<file path="src/rtl/id_register_file_pkg.sv">
// Shared sizing constants and small helpers for the decode-stage register file.
// Latency: n/a (compile-time definitions only).
// Backpressure: n/a.
//
// Contents:
//   DATA_WIDTH / ADDR_WIDTH / SB_CNT_W : default widths used by the top and sub-module.
//   NUM_REGS                           : register count derived from ADDR_WIDTH.
//   REG_ZERO                           : index of the hard-wired zero register.
//   sat_inc / floor_dec                : saturating counter step helpers.
package id_register_file_pkg;

    localparam int DATA_WIDTH = 32;
    localparam int ADDR_WIDTH = 5;
    localparam int SB_CNT_W   = 2;
    localparam int NUM_REGS   = 2 ** ADDR_WIDTH;
    localparam int REG_ZERO   = 0;

    // Count up, sticking at all-ones instead of wrapping.
    function automatic logic [SB_CNT_W-1:0] sat_inc(input logic [SB_CNT_W-1:0] v);
        sat_inc = (v == {SB_CNT_W{1'b1}}) ? v : v + SB_CNT_W'(1);
    endfunction

    // Count down, sticking at zero instead of wrapping.
    function automatic logic [SB_CNT_W-1:0] floor_dec(input logic [SB_CNT_W-1:0] v);
        floor_dec = (v == '0) ? v : v - SB_CNT_W'(1);
    endfunction

endpackage

</file>
<file path="src/rtl/id_register_file_load_scoreboard.sv">
// Per-register in-flight load counters and load-use stall generation for ID.
// Latency: counters update on the next rising edge; stall_id_o is combinational.
// Backpressure: stall_id_o holds IF/ID; a load issued while stalled is not counted.
//
// Ports:
//   clk_i, rst_ni             : clock, async active-low reset (clears all counters)
//   issue_load_i, issue_reg_i : load leaving ID and its destination register
//   commit_load_i, commit_reg_i : load result committing in WB and its destination
//   flush_i                   : clear every counter on the next edge
//   read_reg1_i, read_reg2_i  : ID source registers checked for hazards
//   stall_id_o                : load-use hazard present this cycle
module id_register_file_load_scoreboard
    import id_register_file_pkg::*;
#(
    parameter int ADDR_WIDTH = id_register_file_pkg::ADDR_WIDTH
) (
    input  logic                  clk_i,
    input  logic                  rst_ni,
    input  logic                  issue_load_i,
    input  logic [ADDR_WIDTH-1:0] issue_reg_i,
    input  logic                  commit_load_i,
    input  logic [ADDR_WIDTH-1:0] commit_reg_i,
    input  logic                  flush_i,
    input  logic [ADDR_WIDTH-1:0] read_reg1_i,
    input  logic [ADDR_WIDTH-1:0] read_reg2_i,
    output logic                  stall_id_o
);

    localparam int                    NREGS = 2 ** ADDR_WIDTH;
    localparam logic [ADDR_WIDTH-1:0] R0    = ADDR_WIDTH'(REG_ZERO);

    logic [SB_CNT_W-1:0] cnt_q [NREGS];
    logic [SB_CNT_W-1:0] cnt_d [NREGS];

    logic stall1;
    logic stall2;
    logic inc_vld;
    logic dec_vld;

    // A load is only counted when it actually leaves ID, i.e. not while stalled.
    // stall_id_o depends only on cnt_q and the read/commit ports, so there is no
    // combinational loop through inc_vld.
    assign inc_vld = issue_load_i && !stall_id_o && (issue_reg_i != R0);
    assign dec_vld = commit_load_i && (commit_reg_i != R0);

    always_comb begin
        for (int r = 0; r < NREGS; r++) begin
            cnt_d[r] = cnt_q[r];
            if (flush_i) begin
                cnt_d[r] = '0;
            end else begin
                // Simultaneous inc and dec on the same register cancel out.
                if (inc_vld && (issue_reg_i == ADDR_WIDTH'(r)) &&
                    !(dec_vld && (commit_reg_i == ADDR_WIDTH'(r)))) begin
                    cnt_d[r] = sat_inc(cnt_q[r]);
                end else if (dec_vld && (commit_reg_i == ADDR_WIDTH'(r)) &&
                             !(inc_vld && (issue_reg_i == ADDR_WIDTH'(r)))) begin
                    cnt_d[r] = floor_dec(cnt_q[r]);
                end
            end
        end
        cnt_d[0] = '0;
    end

    always_ff @(posedge clk_i or negedge rst_ni) begin
        if (!rst_ni) begin
            for (int r = 0; r < NREGS; r++) begin
                cnt_q[r] <= '0;
            end
        end else begin
            for (int r = 0; r < NREGS; r++) begin
                cnt_q[r] <= cnt_d[r];
            end
        end
    end

    // A source with exactly one load outstanding whose result commits this
    // cycle is served by the write bypass, so it does not stall.
    always_comb begin
        stall1 = 1'b0;
        if (read_reg1_i != R0 && cnt_q[read_reg1_i] != '0) begin
            stall1 = !((cnt_q[read_reg1_i] == SB_CNT_W'(1)) &&
                       commit_load_i && (commit_reg_i == read_reg1_i));
        end
    end

    always_comb begin
        stall2 = 1'b0;
        if (read_reg2_i != R0 && cnt_q[read_reg2_i] != '0) begin
            stall2 = !((cnt_q[read_reg2_i] == SB_CNT_W'(1)) &&
                       commit_load_i && (commit_reg_i == read_reg2_i));
        end
    end

    assign stall_id_o = stall1 || stall2;

endmodule

</file>
<file path="src/rtl/id_register_file.sv">
// Decode-stage register file: WB write port, two bypassed combinational read ports, load-use stall.
// Latency: reads are zero-latency (same-cycle WB write forwarded); writes visible after the edge.
// Backpressure: stall_id_o asks IF/ID to hold while a source register awaits an in-flight load.
//
// Ports:
//   clk_i, rst_ni               : clock, async active-low reset (clears array and scoreboard)
//   reg_write_i, wb_load_i      : WB commit enable; commit is a load result
//   write_reg_i, write_data_i   : WB destination and data
//   read_reg1_i/read_data1_o    : rs read port
//   read_reg2_i/read_data2_o    : rt read port
//   issue_load_i, issue_reg_i   : load leaving ID and its destination
//   flush_i                     : squash; clears all scoreboard counters
//   stall_id_o                  : hold IF/ID, bubble into EX
module id_register_file
    import id_register_file_pkg::*;
#(
    parameter int DATA_WIDTH = id_register_file_pkg::DATA_WIDTH,
    parameter int ADDR_WIDTH = id_register_file_pkg::ADDR_WIDTH
) (
    input  logic                  clk_i,
    input  logic                  rst_ni,
    input  logic                  reg_write_i,
    input  logic                  wb_load_i,
    input  logic [ADDR_WIDTH-1:0] write_reg_i,
    input  logic [DATA_WIDTH-1:0] write_data_i,
    input  logic [ADDR_WIDTH-1:0] read_reg1_i,
    input  logic [ADDR_WIDTH-1:0] read_reg2_i,
    output logic [DATA_WIDTH-1:0] read_data1_o,
    output logic [DATA_WIDTH-1:0] read_data2_o,
    input  logic                  issue_load_i,
    input  logic [ADDR_WIDTH-1:0] issue_reg_i,
    input  logic                  flush_i,
    output logic                  stall_id_o
);

    localparam int                    NREGS = 2 ** ADDR_WIDTH;
    localparam logic [ADDR_WIDTH-1:0] R0    = ADDR_WIDTH'(REG_ZERO);

    logic [DATA_WIDTH-1:0] regs_q [NREGS];
    logic [DATA_WIDTH-1:0] regs_d [NREGS];

    logic wr_en;

    // r0 is never written, so it stays at its reset value of zero.
    assign wr_en = reg_write_i && (write_reg_i != R0);

    always_comb begin
        for (int r = 0; r < NREGS; r++) begin
            regs_d[r] = regs_q[r];
        end
        if (wr_en) begin
            regs_d[write_reg_i] = write_data_i;
        end
    end

    always_ff @(posedge clk_i or negedge rst_ni) begin
        if (!rst_ni) begin
            for (int r = 0; r < NREGS; r++) begin
                regs_q[r] <= '0;
            end
        end else begin
            for (int r = 0; r < NREGS; r++) begin
                regs_q[r] <= regs_d[r];
            end
        end
    end

    // Read ports: forced to zero while in reset so a write presented during
    // reset cannot leak through the bypass.
    always_comb begin
        read_data1_o = '0;
        if (rst_ni && read_reg1_i != R0) begin
            read_data1_o = (wr_en && write_reg_i == read_reg1_i) ? write_data_i
                                                                 : regs_q[read_reg1_i];
        end
    end

    always_comb begin
        read_data2_o = '0;
        if (rst_ni && read_reg2_i != R0) begin
            read_data2_o = (wr_en && write_reg_i == read_reg2_i) ? write_data_i
                                                                 : regs_q[read_reg2_i];
        end
    end

    id_register_file_load_scoreboard #(
        .ADDR_WIDTH (ADDR_WIDTH)
    ) u_load_scoreboard (
        .clk_i         (clk_i),
        .rst_ni        (rst_ni),
        .issue_load_i  (issue_load_i),
        .issue_reg_i   (issue_reg_i),
        .commit_load_i (reg_write_i && wb_load_i),
        .commit_reg_i  (write_reg_i),
        .flush_i       (flush_i),
        .read_reg1_i   (read_reg1_i),
        .read_reg2_i   (read_reg2_i),
        .stall_id_o    (stall_id_o)
    );

endmodule

</file>
<file path="config.mk">
export PLATFORM = sky130hd
export DESIGN_NAME = id_register_file
export DESIGN_NICKNAME = d
export VERILOG_FILES = /design/src/rtl/id_register_file_pkg.sv /design/src/rtl/id_register_file_load_scoreboard.sv /design/src/rtl/id_register_file.sv
export SDC_FILE = /design/constraint.sdc
export NUM_CORES = 2
export LEC_CHECK = 0
export CAP_MARGIN = 20
export CORE_ASPECT_RATIO = 1.2
export CORE_MARGIN = 2
export CORE_UTILIZATION = 63
export CTS_CLUSTER_SIZE = 14
export DETAILED_ROUTE_END_ITERATION = 6
export PLACE_DENSITY = 0.77
export SLEW_MARGIN = 20
export SYNTH_ARGS = -nofsm -noshare
export SYNTH_HDL_FRONTEND = slang
export SYNTH_SLANG_ARGS = --single-unit
</file>
<file path="constraint.sdc">
create_clock -name clk_i -period 7.7 [get_ports clk_i]
set_input_delay 1.54 -clock clk_i [delete_from_list [all_inputs] [get_ports clk_i]]
set_output_delay 1.54 -clock clk_i [all_outputs]
set_load 0.01 [all_outputs]
</file>
==> summary.txt <==
Timing
  • RSZ-0062 raised after global routing: false
  • Setup total negative slack: 0 ns
  • Skew final: 0.0107 ns
  • Worst hold slack: 0.398 ns
  • Headroom to the max-slew limit: 0.216
  • Worst-Margin Slew: 1.17 ns
  • Final hold vios: 0
  • Final count of pins violating max slew: 0
  • Count of endpoints failing setup in the final report: 0
  • Final min period: 6.65 ns
  • Highest achievable clock rate: 0.150 GHz
  • Period utilisation layout: 0.863

Route
  • Average wire length per cell after detail routing: 31.9 um
  • Post-detailed-route DRC marker count: 0
  • Routed vias: 42,200
  • Initial DRC Count: 5,225
  • Detailed-route wire length: 185 mm
  • Detailed-router iteration count before antenna repair: 7
  • DRT antenna net count: 0
  • Via count normalized by instance count: 7.29

Worst setup path
  • Category of the most critical setup path: input port to output port
  • Critical register-to-register path startpoint: u_load_scoreboard.cnt_q[56]
  • Crit Reg-Reg Endpoint: u_load_scoreboard.cnt_q[38]
  • Critical-path maximum fanout: 18
  • Cell chain of the critical path: clkdlybuf4s50_1 > xor2_1 > nor3_1 > nand4_1 > buf_8 > buf_4 > a211oi_1 > clkdlybuf4s50_1
  • Nature of the critical path startpoint: input port
  • Launching element of the worst setup path: write_reg_i[3]
  • Most common cell on crit path: clkdlybuf4s50_1
  • Required time at the worst-slack endpoint: 6.16 ns
  • CP Capture Point: read_data2_o[19]
  • Worst Reg-to-Reg Cells: 8
  • Nature of the critical path endpoint: output port
  • Critical path depth: 8
  • Cell family with the largest share of critical-path delay: buffers and inverters
  • Setup slack of the worst register-to-register path: 4.11 ns
  • Worst-path cell with the longest stage delay: clkdlybuf4s50_1
  • Maximum single-stage delay on the critical path: 0.67 ns
  • Arrival time at the worst endpoint: 5.11 ns
  • Crit path buf inv count: 4

Floorplanning
  • Starting density of the core: 0.635
  • I/O Pins: 123
  • Die outline width: 287 um
  • Placement row count: 124
  • Die height: 343 um
  • Area of the die: 98,300 um2
  • Total core area: 95,100 um2

CTS
  • Count of hold-fix buffers inserted at cts: 0
  • Clock root buffer: clkbuf_16
  • Later-pin clock latency in the skew report: 0.70 ns
  • TritonCTS sink count: 1,086
  • Maximum root-to-sink buffer count: 3
  • Total number of H-tree levels: 3
  • Cts bufs inserted: 109
  • Post-CTS sizing: 0
  • Setup Buffers After CTS: 0
  • Clock slew at the register clock pins of the worst setup and hold paths: 0.06 ns
  • Clock tree from TritonCTS: yes

Global route
  • GR Util met2: 0.597
  • Met1 layer usage reported by global route: 0.496
  • Most congested layer reported by global routing: met2
  • Global-route congestion overflow total: 0
  • M3 GR Usage: 0.0930
  • Initial antenna violation count: 4
  • Largest net degree at the start of global routing: 185
  • Global routing usage summed across all routing layers: 0.383
  • Number of global-route vias before repair: 42,900
  • Wire length of the first global-routing pass: 277 mm

Outcome
  • Outcome: finished clean

Yosys
  • Number of enable-type register cells in the synthesized netlist: 0
  • Top cells by area, synth: dfrtp_1, mux4_2, mux2_2
  • Register bit count reported by yosys: 1,086
  • Synth async-reset ratio: 1.00
  • Count of synthesis-stage warnings from yosys: 0
  • Register area share after synthesis: 0.450
  • Avg Inst Size Synth: 13.3 um2
  • Post-synthesis instance area: 60,400 um2
  • Distinct cell type count of the synthesized netlist: 83
  • Yosys top cell area share: 0.450
  • Biggest area consumer among synthesized cells: dfrtp_1
  • Synthesized Nets: 4,598
  • Post-synthesis instance total: 4,540
  • Dominant register cell in the synthesized netlist: dfrtp_1

Pwr
  • Total power divided by cell area: 250 nW/um2
  • Post-layout total power: 16.5 mW
  • VDD IR max: 0.172 mV
  • LEAKAGE: 28.5 nW

Finish
  • Final instance area: 66,300 um2
  • Area growth, synth to finish: 9.90%
  • Sequential cell area: 27,200 um2
  • Fraction of final layout cells with drive strength greater than 1: 0.406
  • Fillcell total: 6,236
  • Combined area of the multi-input logic cells: 31,400 um2
  • Post-layout nets: 4,496
  • Post-route non-filler standard cell count: 5,788

Job
  • Number of max-cap violations: 0

Placed design
  • Placed Cells: 5,585
  • Post-detail-place hpwl: 105 mm
  • Routability-driven placement congestion ratio: 0.949
  • Cell Area, Placed: 62,600 um2
  • IO buf count: 122

Hold path
  • Worst Hold Launch: regs_q[1021]
  • Worst hold path type: flip-flop to flip-flop
per-stage QoR:
stage / utilization / worst slack, ns
final: 0.697 / 1.05
after global routing: 0.697 / 0.889
after CTS: 0.698 / 1.11
after detailed placement: 0.659 / 1.11
after global placement: 0.658 / 0.689
after floorplan: - / 2.21
cell usage after synthesis (14+ instances only):
cell,instances
nand3_1,42
a211oi_1,36
o21ai_0,21
nand2b_1,14
inv_1,20
clkbuf_1,354
nor2b_1,19
a31oi_1,20
nor2_1,146
nor3_1,17
nand2_1,827
mux4_2,654
or3_1,16
mux2i_1,55
buf_2,65
dfrtp_1,1086
buf_1,36
o211ai_1,17
a21oi_1,116
mux2_2,774
area by class of cell:
cell class | count | area share
Sequential cell | 1086 | 0.410
Timing Repair Buffer | 255 | 0.0358
Antenna cell | 2 | 0.0000755
Tap cell | 1260 | 0.0238
Multi-Input combinational cell | 2963 | 0.473
Clock buffer | 154 | 0.0484
Inverter | 23 | 0.00138
Clock inverter | 45 | 0.00762
cells in the final DEF, fill, tap and decap left out, types with 15 or more instances in the layout:
master | synthesis | final
dfrtp_1 | 1086 | 1086
nand2_1 | 827 | 821
mux2_2 | 774 | 774
mux4_2 | 654 | 654
nor2_1 | 146 | 124
buf_4 | 4 | 118
a21oi_1 | 116 | 116
clkbuf_16 | 0 | 111
clkdlybuf4s50_1 | 0 | 99
mux2i_1 | 55 | 55
nand3_1 | 42 | 41
a211oi_1 | 36 | 36
clkbuf_8 | 0 | 27
clkinv_2 | 0 | 25
nor2_4 | 0 | 22
o21ai_0 | 21 | 21
a31oi_1 | 20 | 20
nor2b_1 | 19 | 19
inv_1 | 20 | 18
o211ai_1 | 17 | 17
clkbuf_1 | 354 | 16
or3_1 | 16 | 15
buf_2 | 65 | 15
state kept, by name, summed over array words and instances (netlist names):
signal and cells:
regs_q 1024, u_load_scoreboard.cnt_q 62
per-layer routing:
metal	vias up	routed length, um
li1	16700	-
met1	21900	64700
met2	2821	87400
met3	724	20000
met4	4	12400
met5	-	26
how the worst min path moves through the flow:
stage | cells after the start | slack [ns] | endpoint
floorplan | 1 | 0.44 | regs_q[1000]
global placement | 0 | 0.38 | regs_q[1000]
detailed placement | 0 | 0.38 | regs_q[1004]
CTS | 0 | 0.40 | regs_q[1015]
global route | 0 | 0.41 | regs_q[1008]
finish | 0 | 0.40 | regs_q[1021]
power breakdown:
part | internal, mW | leakage [nW] | switching (mW)
Clock | 3.20 | 1.85 | 2.35
Combinational | 2.07 | 12.6 | 1.44
Sequential | 6.73 | 14.0 | 0.762
cells by family (layout without fill, tap and decap cells):
| kind of cell | Yosys count | in the layout | synth area share |
|---|---|---|---|
| mux | 1489 | 1489 | 0.399 |
| simple gates | 1154 | 1154 | 0.0805 |
| flops | 1086 | 1086 | 0.450 |
| buf+inv | 491 | 477 | 0.0335 |
| compound gates | 310 | 310 | 0.0351 |
| xor+xnor | 10 | 10 | 0.00145 |
| other cells | 0 | 2 | 0 |
No activity file was read; power rests on OpenSTA's default activity.
